$ cat config.mk
export PLATFORM = sky130hd
export DESIGN_NAME = flash_read_sequencer
export DESIGN_NICKNAME = d
export VERILOG_FILES = /design/src/rtl/flash_read_sequencer.sv
export SDC_FILE = /design/constraint.sdc
export NUM_CORES = 1
export LEC_CHECK = 0
export CAP_MARGIN = 20
export CORE_AREA = 2 2 68 70
export CTS_CLUSTER_DIAMETER = 80
export CTS_CLUSTER_SIZE = 40
export DETAILED_ROUTE_END_ITERATION = 7
export DIE_AREA = 0 0 70 72
export PLACE_DENSITY = 0.83
export REMOVE_ABC_BUFFERS = 1
export SLEW_MARGIN = 20
export SYNTH_ARGS = -nofsm -noshare
export SYNTH_HDL_FRONTEND = slang
export SYNTH_SLANG_ARGS = --single-unit
$ cat constraint.sdc
create_clock -name I_CLK -period 3 [get_ports I_CLK]
set_input_delay 0.3 -clock I_CLK [delete_from_list [all_inputs] [get_ports I_CLK]]
set_output_delay 0.3 -clock I_CLK [all_outputs]
set_load 0.03 [all_outputs]
$ cat src/rtl/flash_read_sequencer.sv
// flash_read_sequencer: timed byte-read sequencer for a 16-bit asynchronous
// NOR flash. Requests are accepted in IDLE, run SETUP -> WAIT -> DONE and
// return the selected byte with a one-cycle O_DATA_VALID pulse.
// Optional one-entry last-word cache: define FLASH_READ_CACHE_EN.
module flash_read_sequencer #(
  parameter int P_WAIT_CYCLES = 4
) (
  input  logic        I_CLK,
  input  logic        I_RESET,
  input  logic        I_REQ,
  input  logic [23:0] I_ADDR,
  input  logic        I_FLUSH,
  output logic        O_BUSY,
  output logic        O_DATA_VALID,
  output logic [7:0]  O_DATA,
  input  logic [15:0] I_FLASH_DATA,
  output logic [23:0] O_FLASH_ADDR,
  output logic        O_FLASH_CLK,
  output logic        O_ADDR_VALID_L,
  output logic        O_FLASH_CE_L,
  output logic        O_FLASH_OE_L,
  output logic        O_FLASH_WE_L
);

  // A zero access time is treated as a single cycle.
  localparam int W_EFF = (P_WAIT_CYCLES < 1) ? 1 : P_WAIT_CYCLES;
  localparam int CW    = (P_WAIT_CYCLES < 1) ? 1 : $clog2(P_WAIT_CYCLES + 1);
  localparam logic [CW-1:0] CNT_LOAD = CW'(W_EFF - 1);

  typedef enum logic [1:0] {
    S_IDLE,
    S_SETUP,
    S_WAIT,
    S_DONE
  } state_t;

  state_t        state;
  logic [CW-1:0] cnt;
  logic [23:0]   addr_q;
  logic          busy_q;
  logic          valid_q;
  logic [7:0]    data_q;
  logic          ce_l_q;
  logic          oe_l_q;
  logic          adv_l_q;

  logic          hit;
  logic [15:0]   cache_data;

`ifdef FLASH_READ_CACHE_EN
  logic          cache_valid;
  logic [22:0]   cache_tag;
  logic          flush_pend;
  logic          capture;

  // A flush on the same edge as a request forces the miss path.
  assign hit     = cache_valid && (cache_tag == I_ADDR[23:1]) && !I_FLUSH;
  assign capture = (state == S_WAIT) && (cnt == '0);

  // Last-word cache: refill on every miss capture unless a flush arrived
  // while that access was in flight (or on the capture edge itself).
  always_ff @(posedge I_CLK) begin
    if (I_RESET) begin
      cache_valid <= 1'b0;
      cache_tag   <= '0;
      cache_data  <= '0;
      flush_pend  <= 1'b0;
    end else begin
      if (capture && !flush_pend && !I_FLUSH) begin
        cache_valid <= 1'b1;
        cache_tag   <= addr_q[23:1];
        cache_data  <= I_FLASH_DATA;
      end
      if (I_FLUSH)
        cache_valid <= 1'b0;
      if (capture)
        flush_pend <= 1'b0;
      else if (I_FLUSH && (state == S_SETUP || state == S_WAIT))
        flush_pend <= 1'b1;
    end
  end
`else
  logic unused_flush;

  assign hit          = 1'b0;
  assign cache_data   = '0;
  assign unused_flush = I_FLUSH;
`endif

  // Sequencer FSM; all flash control pins are registered alongside the state.
  always_ff @(posedge I_CLK) begin
    if (I_RESET) begin
      state   <= S_IDLE;
      cnt     <= '0;
      addr_q  <= '0;
      busy_q  <= 1'b0;
      valid_q <= 1'b0;
      data_q  <= 8'h00;
      ce_l_q  <= 1'b1;
      oe_l_q  <= 1'b1;
      adv_l_q <= 1'b1;
    end else begin
      valid_q <= 1'b0;
      case (state)
        S_IDLE: begin
          if (I_REQ) begin
            addr_q <= I_ADDR;
            busy_q <= 1'b1;
            if (hit) begin
              state   <= S_DONE;
              valid_q <= 1'b1;
              data_q  <= I_ADDR[0] ? cache_data[15:8] : cache_data[7:0];
            end else begin
              state   <= S_SETUP;
              ce_l_q  <= 1'b0;
              adv_l_q <= 1'b0;
            end
          end
        end
        S_SETUP: begin
          state   <= S_WAIT;
          adv_l_q <= 1'b1;
          oe_l_q  <= 1'b0;
          cnt     <= CNT_LOAD;
        end
        S_WAIT: begin
          if (cnt == '0) begin
            state   <= S_DONE;
            valid_q <= 1'b1;
            data_q  <= addr_q[0] ? I_FLASH_DATA[15:8] : I_FLASH_DATA[7:0];
            ce_l_q  <= 1'b1;
            oe_l_q  <= 1'b1;
          end else begin
            cnt <= cnt - 1'b1;
          end
        end
        S_DONE: begin
          state  <= S_IDLE;
          busy_q <= 1'b0;
        end
        default: begin
          state <= S_IDLE;
        end
      endcase
    end
  end

  assign O_BUSY         = busy_q;
  assign O_DATA_VALID   = valid_q;
  assign O_DATA         = data_q;
  assign O_FLASH_ADDR   = {1'b0, addr_q[23:1]};
  assign O_FLASH_CLK    = 1'b1;
  assign O_ADDR_VALID_L = adv_l_q;
  assign O_FLASH_CE_L   = ce_l_q;
  assign O_FLASH_OE_L   = oe_l_q;
  assign O_FLASH_WE_L   = 1'b1;

endmodule

==> impl_metrics.env, run 1 <==
export IMPL_leakagePower_nw=0.968
export IMPL_place_area_um2=2480
export IMPL_port_buffers=78
export IMPL_grt_pass1_wl_mm=6.77
export IMPL_fin_setup_tns_ns=0
export IMPL_drv_slew=0
export IMPL_grt_ovfl_total=0
export IMPL_initialDrtViolationCount=44
export IMPL_grt_antenna_before_repair=0
export IMPL_post_dp_hpwl_mm=2.94
export IMPL_totalWireLength_mm=4.06
export IMPL_syn_inst=219
export IMPL_syn_to_final_growth_pct=37.8
export IMPL_ys_ff_latch=42
export IMPL_yosysSeqAreaShare=0.451
export IMPL_worstPathArrival_ns=1.99
export IMPL_min_period_ns=1.80
export IMPL_final_util=0.602
export IMPL_cap_violations=0
export IMPL_cts_buffers=5
export IMPL_rrSetupSlack_ns=1.20
export IMPL_crit_required_ns=3.19
export IMPL_cts_tree="built"
export IMPL_max_clock_freq_mhz=555
export IMPL_crit_start="state[0]$_SDFFE_PP0P_"
export IMPL_grt_start_max_net_pins=28
export IMPL_highest_layer="met4"
export IMPL_post_cts_resized=0
export IMPL_postLayoutSetupSlackWorst_ns=1.20
export IMPL_status="complete, no violations"
export IMPL_critPathLaunchType="flip-flop"
export IMPL_met3_length_um=257
export IMPL_worst_setup_path_end_kind="flip-flop"
export IMPL_crit_end="O_BUSY$_SDFFE_PP0P_"
export IMPL_peakVddDrop_uv=529
export IMPL_grt_pass1_vias=1503
export IMPL_clockBufferDepth=2
export IMPL_clk_latency_ns=0.29
export IMPL_max_slew_margin=0.389
export IMPL_yosysWarnings=0
export IMPL_drtPass1Iterations=5
export IMPL_drc=0
export IMPL_pre_cts_ws_ns=1.11
export IMPL_mostFrequentLayoutCell="clkdlybuf4s50_1"
export IMPL_r2r_end="O_BUSY$_SDFFE_PP0P_"
export IMPL_routed_via_density=4.76
export IMPL_cts_max_level=2
export IMPL_grt_usage=0.168
export IMPL_rsz0062_at_grt="false"
export IMPL_final_cell_mix="clkdlybuf4s50_1 (78), nand2_1 (51), dfxtp_1 (42)"
export IMPL_die_y_um=72
export IMPL_postLayoutCellArea_um2=2570
export IMPL_initial_utilization=0.437
export IMPL_path_clk_slew_ns=0.08
export IMPL_fin_crit_sh=0.600
export IMPL_powerDensity_nw_per_um2=743
export IMPL_cts_root_buf="clkbuf_8"
export IMPL_ff2ff_path_depth=5
export IMPL_die_area_um2=5040
export IMPL_rr_startpoint="state[0]$_SDFFE_PP0P_"
export IMPL_setup_viol=0
export IMPL_core_area_um2=4260
export IMPL_fin_skew_ns=0.00528
export IMPL_num_antenna_cells=0
export IMPL_crit_type="reg2reg"
export IMPL_gp_congestion=0.742
export IMPL_routedWlPerCell_um=12.6
export IMPL_finalHoldViolCount=0
export IMPL_vias=1528
export IMPL_path_max_fanout=27
export IMPL_ios=83
export IMPL_ctsHoldBuffers=0
export IMPL_ys_types=28
export IMPL_fillCellCount=402
export IMPL_syn_cell_area_um2=1860
export IMPL_row_count=24
export IMPL_worst_pin_slew_ns=0.915
export IMPL_cts_num_sinks=42
export IMPL_cts_setup_buffers=0
export IMPL_wl_met2_mm=2.01
export IMPL_wl_met1_mm=1.72
export IMPL_layout_nets=318
export IMPL_min_path_type="reg2reg"
export IMPL_layout_drive_gt1_share=0.0409
export IMPL_whs_ns=0.455
export IMPL_syn_area_per_cell_um2=8.51
export IMPL_ant_nets=0
export IMPL_die_w_um=70
==> critical path, stage by stage (launching register included) <==
cell and delay [ns]:
dfxtp_1 0.38, inv_1 0.09, ha_1 0.24, nand2_1 0.68, nor2_1 0.08, o21ba_2 0.22
==> final cells by class <==
| type | count | area, µm² | area share |
|---|---|---|---|
| flip-flops and latches | 42 | 841 | 0.327 |
| clock inverters | 1 | 5.00 | 0.00195 |
| repair buffers | 79 | 788 | 0.307 |
| inverters | 7 | 26.3 | 0.0102 |
| clock buffers | 7 | 86.3 | 0.0336 |
| multi-input cells | 133 | 757 | 0.295 |
| well taps | 52 | 65.1 | 0.0253 |
==> through the flow <==
step | total power, W | std cells
floorplan | 0.00124 | 182
global placement | 0.00153 | 313
detailed placement | 0.00156 | 313
CTS | 0.00193 | 321
global route | 0.00204 | 321
finish | 0.00191 | 321
==> registers in the layout (all words and copies together), names as in the netlist <==
signal / count
addr_q: 24
O_DATA: 8
cnt: 3
state: 2
O_ADDR_VALID_L: 1
O_BUSY: 1
O_DATA_VALID: 1
O_FLASH_CE_L: 1
O_FLASH_OE_L: 1
==> worst min-delay path by stage <==
stage	slack [ns]	end	cells past startpoint	startpoint
final	0.46	addr_q[7]$_SDFFE_PP0P_	2	addr_q[7]$_SDFFE_PP0P_
after global routing	0.48	addr_q[9]$_SDFFE_PP0P_	2	addr_q[9]$_SDFFE_PP0P_
after CTS	0.46	addr_q[1]$_SDFFE_PP0P_	2	addr_q[1]$_SDFFE_PP0P_
after detailed placement	0.45	addr_q[15]$_SDFFE_PP0P_	2	addr_q[15]$_SDFFE_PP0P_
after global placement	0.44	addr_q[7]$_SDFFE_PP0P_	2	addr_q[7]$_SDFFE_PP0P_
after floorplan	0.37	addr_q[0]$_SDFFE_PP0P_	1	I_RESET
==> kinds of logic (layout without fill, tap and decap cells) <==
logic type,Yosys count,after routing,share of synthesized area
compound gates,49,49,0.163
xor+xnor,1,1,0.00470
fa+ha+maj,6,6,0.0403
buf+inv,45,94,0.145
flops,42,42,0.451
mux,9,9,0.0483
other cells,2,3,0.00403
simple gates,65,65,0.144
==> where the power goes <==
group | internal (W) | switching, W | total (W)
clock network | 0.000186 | 0.000183 | 0.000368
logic | 0.000339 | 0.000464 | 0.000803
registers | 0.000669 | 0.0000687 | 0.000737
==> cell usage after synthesis <==
master / n / area share
clkbuf_1: 8 / 0.016
a31oi_1: 1 / 0.0034
ha_1: 6 / 0.040
nand2b_1: 5 / 0.017
buf_2: 3 / 0.0081
nor2_1: 5 / 0.010
or3_1: 1 / 0.0034
o21ai_0: 2 / 0.0054
o2bb2ai_1: 8 / 0.038
a21oi_1: 29 / 0.078
a21boi_0: 1 / 0.0040
o21bai_1: 2 / 0.0081
a21oi_2: 1 / 0.0047
nor3_1: 1 / 0.0027
nor2b_2: 1 / 0.0047
a311oi_1: 1 / 0.0047
dfxtp_1: 42 / 0.45
and2_1: 1 / 0.0034
mux2i_1: 9 / 0.048
o21ba_2: 1 / 0.0054
nand2_1: 51 / 0.10
conb_1: 2 / 0.0040
buf_4: 26 / 0.10
buf_1: 1 / 0.0020
inv_1: 7 / 0.014
xnor2_1: 1 / 0.0047
o21a_1: 1 / 0.0040
a211oi_1: 2 / 0.0081
==> metal layers <==
layer  track usage  vias to the layer above
met5             0                        -
met4        0.0662                        0
met3        0.0458                        6
met2         0.298                       42
met1         0.194                      695
li1              -                      785
Power figures use the tool's default switching activity.
==> run 2, diff against run 1 <==
CORE_AREA = 2 2 71 73   (was 2 2 68 70)
DIE_AREA = 0 0 73 75   (was 0 0 70 72)
PLACE_DENSITY = 0.77   (was 0.83)
clock period = 1.7 ns   (was 3 ns; I/O delays follow)
==> run 2 against run 1 <==
  * Global-route usage down 2.0 points
  * Highest routed layer unchanged
  * Final cell count rose by 2.2%
  * Routed wire length down 1.8%
  * Combinational power rose by 84%
  * Clock skew decreased by 0.0024 ns
  * Critical path depth decreased by 4
  * Register-to-register slack worse by 0.94 ns
  * Via count increased by 1.2%
  * Sequential power rose by 76%
==> impl_metrics.env, run 2 (same netlist as run 1, synthesis figures left out) <==
export IMPL_largest_reg_flops=24
export IMPL_post_dp_hpwl_mm=2.95
export IMPL_fin_cells=328
export IMPL_crit_required_ns=1.53
export IMPL_crit_chain="clkdlybuf4s50_1"
export IMPL_drv_slew=0
export IMPL_core_area_um2=4660
export IMPL_critPathSlowestCell="clkdlybuf4s50_1"
export IMPL_max_clock_freq_mhz=667
export IMPL_r2r_end="O_DATA[0]$_SDFFE_PP0P_"
export IMPL_worst_path_buf_inv=1
export IMPL_ctsHoldBuffers=0
export IMPL_layout_nets=323
export IMPL_rsz0062_at_grt="false"
export IMPL_cts_max_level=2
export IMPL_num_antenna_cells=0
export IMPL_hp_start="I_ADDR[7]"
export IMPL_ff2ff_path_depth=5
export IMPL_routedWlPerCell_um=12.1
export IMPL_worst_setup_path_end_kind="primary output"
export IMPL_setup_viol=0
export IMPL_crit_type="reg2out"
export IMPL_cts_setup_buffers=0
export IMPL_hold_depth=3
export IMPL_grt_pass1_wl_mm=6.31
export IMPL_fin_setup_tns_ns=0
export IMPL_mostFrequentLayoutCell="clkdlybuf4s50_1"
export IMPL_worstPathArrival_ns=1.33
export IMPL_syn_to_final_growth_pct=40.6
export IMPL_place_area_um2=2530
export IMPL_ant_nets=0
export IMPL_ios=83
export IMPL_critPathLaunchType="flip-flop"
export IMPL_die_w_um=73
export IMPL_grt_pass1_vias=1437
export IMPL_critPathTopFamily="buffers and inverters"
export IMPL_path_max_fanout=3
export IMPL_die_y_um=75
export IMPL_routed_via_density=4.72
export IMPL_final_util=0.562
export IMPL_min_to="addr_q[7]$_SDFFE_PP0P_"
export IMPL_fillCellCount=442
export IMPL_clockBufferDepth=2
export IMPL_path_clk_slew_ns=0.07
export IMPL_crit_start="O_FLASH_CE_L$_SDFFE_PP1P_"
export IMPL_grt_antenna_before_repair=0
export IMPL_fin_crit_sh=0.882
export IMPL_fin_skew_ns=0.00283
export IMPL_initial_utilization=0.400
export IMPL_row_count=25
export IMPL_cts_root_buf="clkbuf_8"
export IMPL_powerDensity_nw_per_um2=1300
export IMPL_cts_buffers=5
export IMPL_min_path_type="in2reg"
export IMPL_cap_violations=0
export IMPL_grt_start_max_net_pins=25
export IMPL_min_period_ns=1.50
export IMPL_layout_drive_gt1_share=0.0584
export IMPL_peakVddDrop_uv=578
export IMPL_vias=1547
export IMPL_rr_startpoint="state[0]$_SDFFE_PP0P_"
export IMPL_drc=0
export IMPL_finalHoldViolCount=0
export IMPL_clk_latency_ns=0.28
export IMPL_cts_num_sinks=42
export IMPL_largest_register="addr_q"
export IMPL_post_cts_resized=0
export IMPL_totalWireLength_mm=3.98
export IMPL_cts_tree="built"
export IMPL_rrSetupSlack_ns=0.26
export IMPL_initialDrtViolationCount=57
export IMPL_status="complete, no violations"
export IMPL_die_area_um2=5480
export IMPL_port_buffers=78
export IMPL_leakagePower_nw=0.997
export IMPL_max_stage_delay_ns=0.69
export IMPL_grt_ovfl_total=0
export IMPL_drtPass1Iterations=4
export IMPL_whs_ns=0.423
export IMPL_grt_usage=0.148
export IMPL_dp_cells=320
export IMPL_postLayoutCellArea_um2=2620
export IMPL_final_cell_mix="clkdlybuf4s50_1 (78), nand2_1 (51), dfxtp_1 (42)"
export IMPL_gp_congestion=0.712
-- run 2: cell count changes in the layout (fill, tap and decap cells not counted), sizes merged --
cell and delta:
buf +5
-- run 2: how the worst max path moves through the flow --
stage	end	slack [ns]	depth (start not counted)
after CTS	O_FLASH_CE_L	0.17	1
after floorplan	O_DATA[0]$_SDFFE_PP0P_	0.20	5
after detailed placement	O_DATA[6]$_SDFFE_PP0P_	0.25	4
after global placement	O_DATA[2]$_SDFFE_PP0P_	0.26	3
after global routing	O_DATA[6]$_SDFFE_PP0P_	0.11	5
final	O_FLASH_CE_L	0.20	1
-- run 2: metal layers --
layer | routed length (µm) | up-vias | GRT usage
met2 | 1960 | 40 | 0.246
met4 | 30 | 0 | 0.0494
met5 | 0 | - | 0
li1 | - | 797 | -
met3 | 209 | 4 | 0.0469
met1 | 1780 | 706 | 0.182
-- run 2: worst register-to-register path: stages (launching register included) --
cell	delay (ns)
dfxtp_1	0.33
inv_1	0.10
ha_1	0.18
inv_1	0.05
or3_1	0.52
o2bb2ai_1	0.19
-- run 2: cell type report --
class                           instances  area, µm²  area share
Clock inverter                          1       5.00     0.00191
Sequential cell                        42        841       0.321
Clock buffer                            7       86.3      0.0329
Inverter                                7       26.3      0.0100
Tap cell                               54       67.6      0.0258
Timing Repair Buffer                   84        838       0.320
Multi-Input combinational cell        133        757       0.289
-- run 2: stage by stage --
| step | setup slack (ns) | power [W] |
|---|---|---|
| global route | 0.106 | 0.00364 |
| floorplan | 0.202 | 0.00219 |
| finish | 0.200 | 0.00342 |
| global placement | 0.262 | 0.00278 |
| detailed placement | 0.252 | 0.00281 |
| CTS | 0.174 | 0.00347 |
-- run 2: report_power, final --
group | internal [W] | switching (W) | leakage, nW
logic | 0.000650 | 0.000827 | 0.604
clock network | 0.000327 | 0.000316 | 0.0482
registers | 0.00118 | 0.000119 | 0.344
==> run 3, diff against run 2 <==
CELL_PAD_IN_SITES_DETAIL_PLACEMENT = 1   (was default)
CELL_PAD_IN_SITES_GLOBAL_PLACEMENT = 1   (was default)
CORE_AREA = 2 2 84 86   (was 2 2 71 73)
DIE_AREA = 0 0 86 88   (was 0 0 73 75)
PLACE_DENSITY = default   (was 0.77)
PLACE_DENSITY_LB_ADDON = 0.1   (was default)
SLEW_MARGIN = default   (was 20)
==> run 3 against run 2 <==
  * Non-clock buffer count fell by 1
  * Power fell by 0.18%
  * Cell area rose by 0.95%
  * First-iteration DRC count fell by 28%
  * Critical path type unchanged
  * Setup slack got worse by 0.0057 ns
  * Die area rose by 38%
  * Via count fell by 0.26%
  * Final cell count rose by 7.3%
  * Sequential cell count did not move
==> impl_metrics.env, run 3 (same netlist as run 1, synthesis figures left out) <==
export IMPL_ctsHoldBuffers=0
export IMPL_worst_path_buf_inv=1
export IMPL_min_path_type="in2reg"
export IMPL_initialDrtViolationCount=41
export IMPL_postLayoutSetupSlackWorst_ns=0.194
export IMPL_clockBufferDepth=2
export IMPL_crit_required_ns=1.53
export IMPL_critPathLaunchType="flip-flop"
export IMPL_max_stage_delay_ns=0.68
export IMPL_fin_skew_ns=0.00730
export IMPL_routedWlPerCell_um=13.2
export IMPL_layout_drive_gt1_share=0.0551
export IMPL_num_antenna_cells=0
export IMPL_rrSetupSlack_ns=0.24
export IMPL_core_area_um2=6640
export IMPL_min_to="addr_q[19]$_SDFFE_PP0P_"
export IMPL_min_period_ns=1.51
export IMPL_p_total_w=0.00341
export IMPL_drtPass1Iterations=3
export IMPL_ff2ff_path_depth=5
export IMPL_grt_pass1_wl_mm=7.11
export IMPL_drv_slew=0
export IMPL_vias=1543
export IMPL_cts_setup_buffers=0
export IMPL_syn_to_final_growth_pct=41.9
export IMPL_largest_reg_flops=24
export IMPL_peakVddDrop_uv=439
export IMPL_crit_chain="clkdlybuf4s50_1"
export IMPL_path_clk_slew_ns=0.08
export IMPL_cts_max_level=2
export IMPL_largest_register="addr_q"
export IMPL_grt_start_max_net_pins=25
export IMPL_cts_buffers=5
export IMPL_status="complete, no violations"
export IMPL_die_area_um2=7570
export IMPL_gp_congestion=0.676
export IMPL_leakagePower_nw=0.993
export IMPL_worstPathArrival_ns=1.34
export IMPL_die_w_um=86
export IMPL_critPathSlowestCell="clkdlybuf4s50_1"
export IMPL_routed_via_density=4.38
export IMPL_setup_viol=0
export IMPL_grt_ovfl_total=0
export IMPL_finalHoldViolCount=0
export IMPL_r2r_end="O_DATA[3]$_SDFFE_PP0P_"
export IMPL_fin_crit_sh=0.886
export IMPL_cts_tree="built"
export IMPL_ant_nets=0
export IMPL_die_y_um=88
export IMPL_post_cts_resized=0
export IMPL_grt_pass1_vias=1497
export IMPL_grt_antenna_before_repair=0
export IMPL_rsz0062_at_grt="false"
export IMPL_cts_root_buf="clkbuf_8"
export IMPL_fin_setup_tns_ns=0
export IMPL_drc=0
export IMPL_grt_usage=0.122
export IMPL_crit_type="reg2out"
export IMPL_pre_cts_ws_ns=0.212
export IMPL_crit_start="O_FLASH_CE_L$_SDFFE_PP1P_"
export IMPL_max_clock_freq_mhz=664
export IMPL_post_dp_hpwl_mm=3.37
export IMPL_critPathTopFamily="buffers and inverters"
export IMPL_initial_utilization=0.281
export IMPL_cap_violations=0
export IMPL_totalWireLength_mm=4.63
export IMPL_path_max_fanout=3
export IMPL_layout_nets=322
export IMPL_cts_num_sinks=42
export IMPL_rr_startpoint="state[0]$_SDFFE_PP0P_"
export IMPL_final_cell_mix="clkdlybuf4s50_1 (78), nand2_1 (51), dfxtp_1 (42)"
export IMPL_clk_latency_ns=0.30
export IMPL_powerDensity_nw_per_um2=1290
export IMPL_ios=83
export IMPL_worst_setup_path_end_kind="primary output"
export IMPL_hp_start="I_ADDR[19]"
export IMPL_mostFrequentLayoutCell="clkdlybuf4s50_1"
export IMPL_hold_depth=3
export IMPL_fillCellCount=782
export IMPL_port_buffers=78
export IMPL_row_count=30
==> run 3: layout make-up <==
type | instances | area (µm²) | share of cell area
repair buffers | 83 | 843 | 0.319
flip-flops and latches | 42 | 841 | 0.318
multi-input cells | 133 | 757 | 0.286
well taps | 80 | 100 | 0.0378
clock buffers | 5 | 68.8 | 0.0260
inverters | 7 | 26.3 | 0.00993
clock inverters | 2 | 10.0 | 0.00378
==> run 3: worst max-delay path by stage <==
stage                                  end  slack (ns)  cells past startpoint
floorplan           O_DATA[0]$_SDFFE_PP0P_        0.20                      5
global placement    O_DATA[3]$_SDFFE_PP0P_        0.22                      5
detailed placement  O_DATA[2]$_SDFFE_PP0P_        0.21                      5
CTS                        O_FLASH_ADDR[5]        0.17                      1
global route        O_DATA[5]$_SDFFE_PP0P_        0.11                      5
finish                        O_FLASH_CE_L        0.19                      1
==> run 3: metrics by stage <==
step / cell area [µm²] / std cells / hold slack, ns / utilization
after global placement: 2570 / 345 / 0.442 / 0.386
final: 2650 / 352 / 0.412 / 0.398
after floorplan: 1620 / 182 / 0.239 / -
after detailed placement: 2570 / 345 / 0.446 / 0.386
after global routing: 2650 / 352 / 0.407 / 0.398
after CTS: 2650 / 352 / 0.404 / 0.398
==> run 3: where the power goes <==
part	switching [W]	internal, W	total [W]
sequential	0.000121	0.00118	0.00130
clock	0.000343	0.000276	0.000619
combinational	0.000835	0.000660	0.00149
total	0.00130	0.00212	0.00341
==> run 3: layer usage <==
metal / vias up / global-route usage / part of all wire
met2: 60 / 0.197 / 0.45
met3: 7 / 0.0622 / 0.11
li1: 788 / - / -
met5: - / 0 / 0
met1: 688 / 0.135 / 0.42
met4: 0 / 0.0519 / 0.016
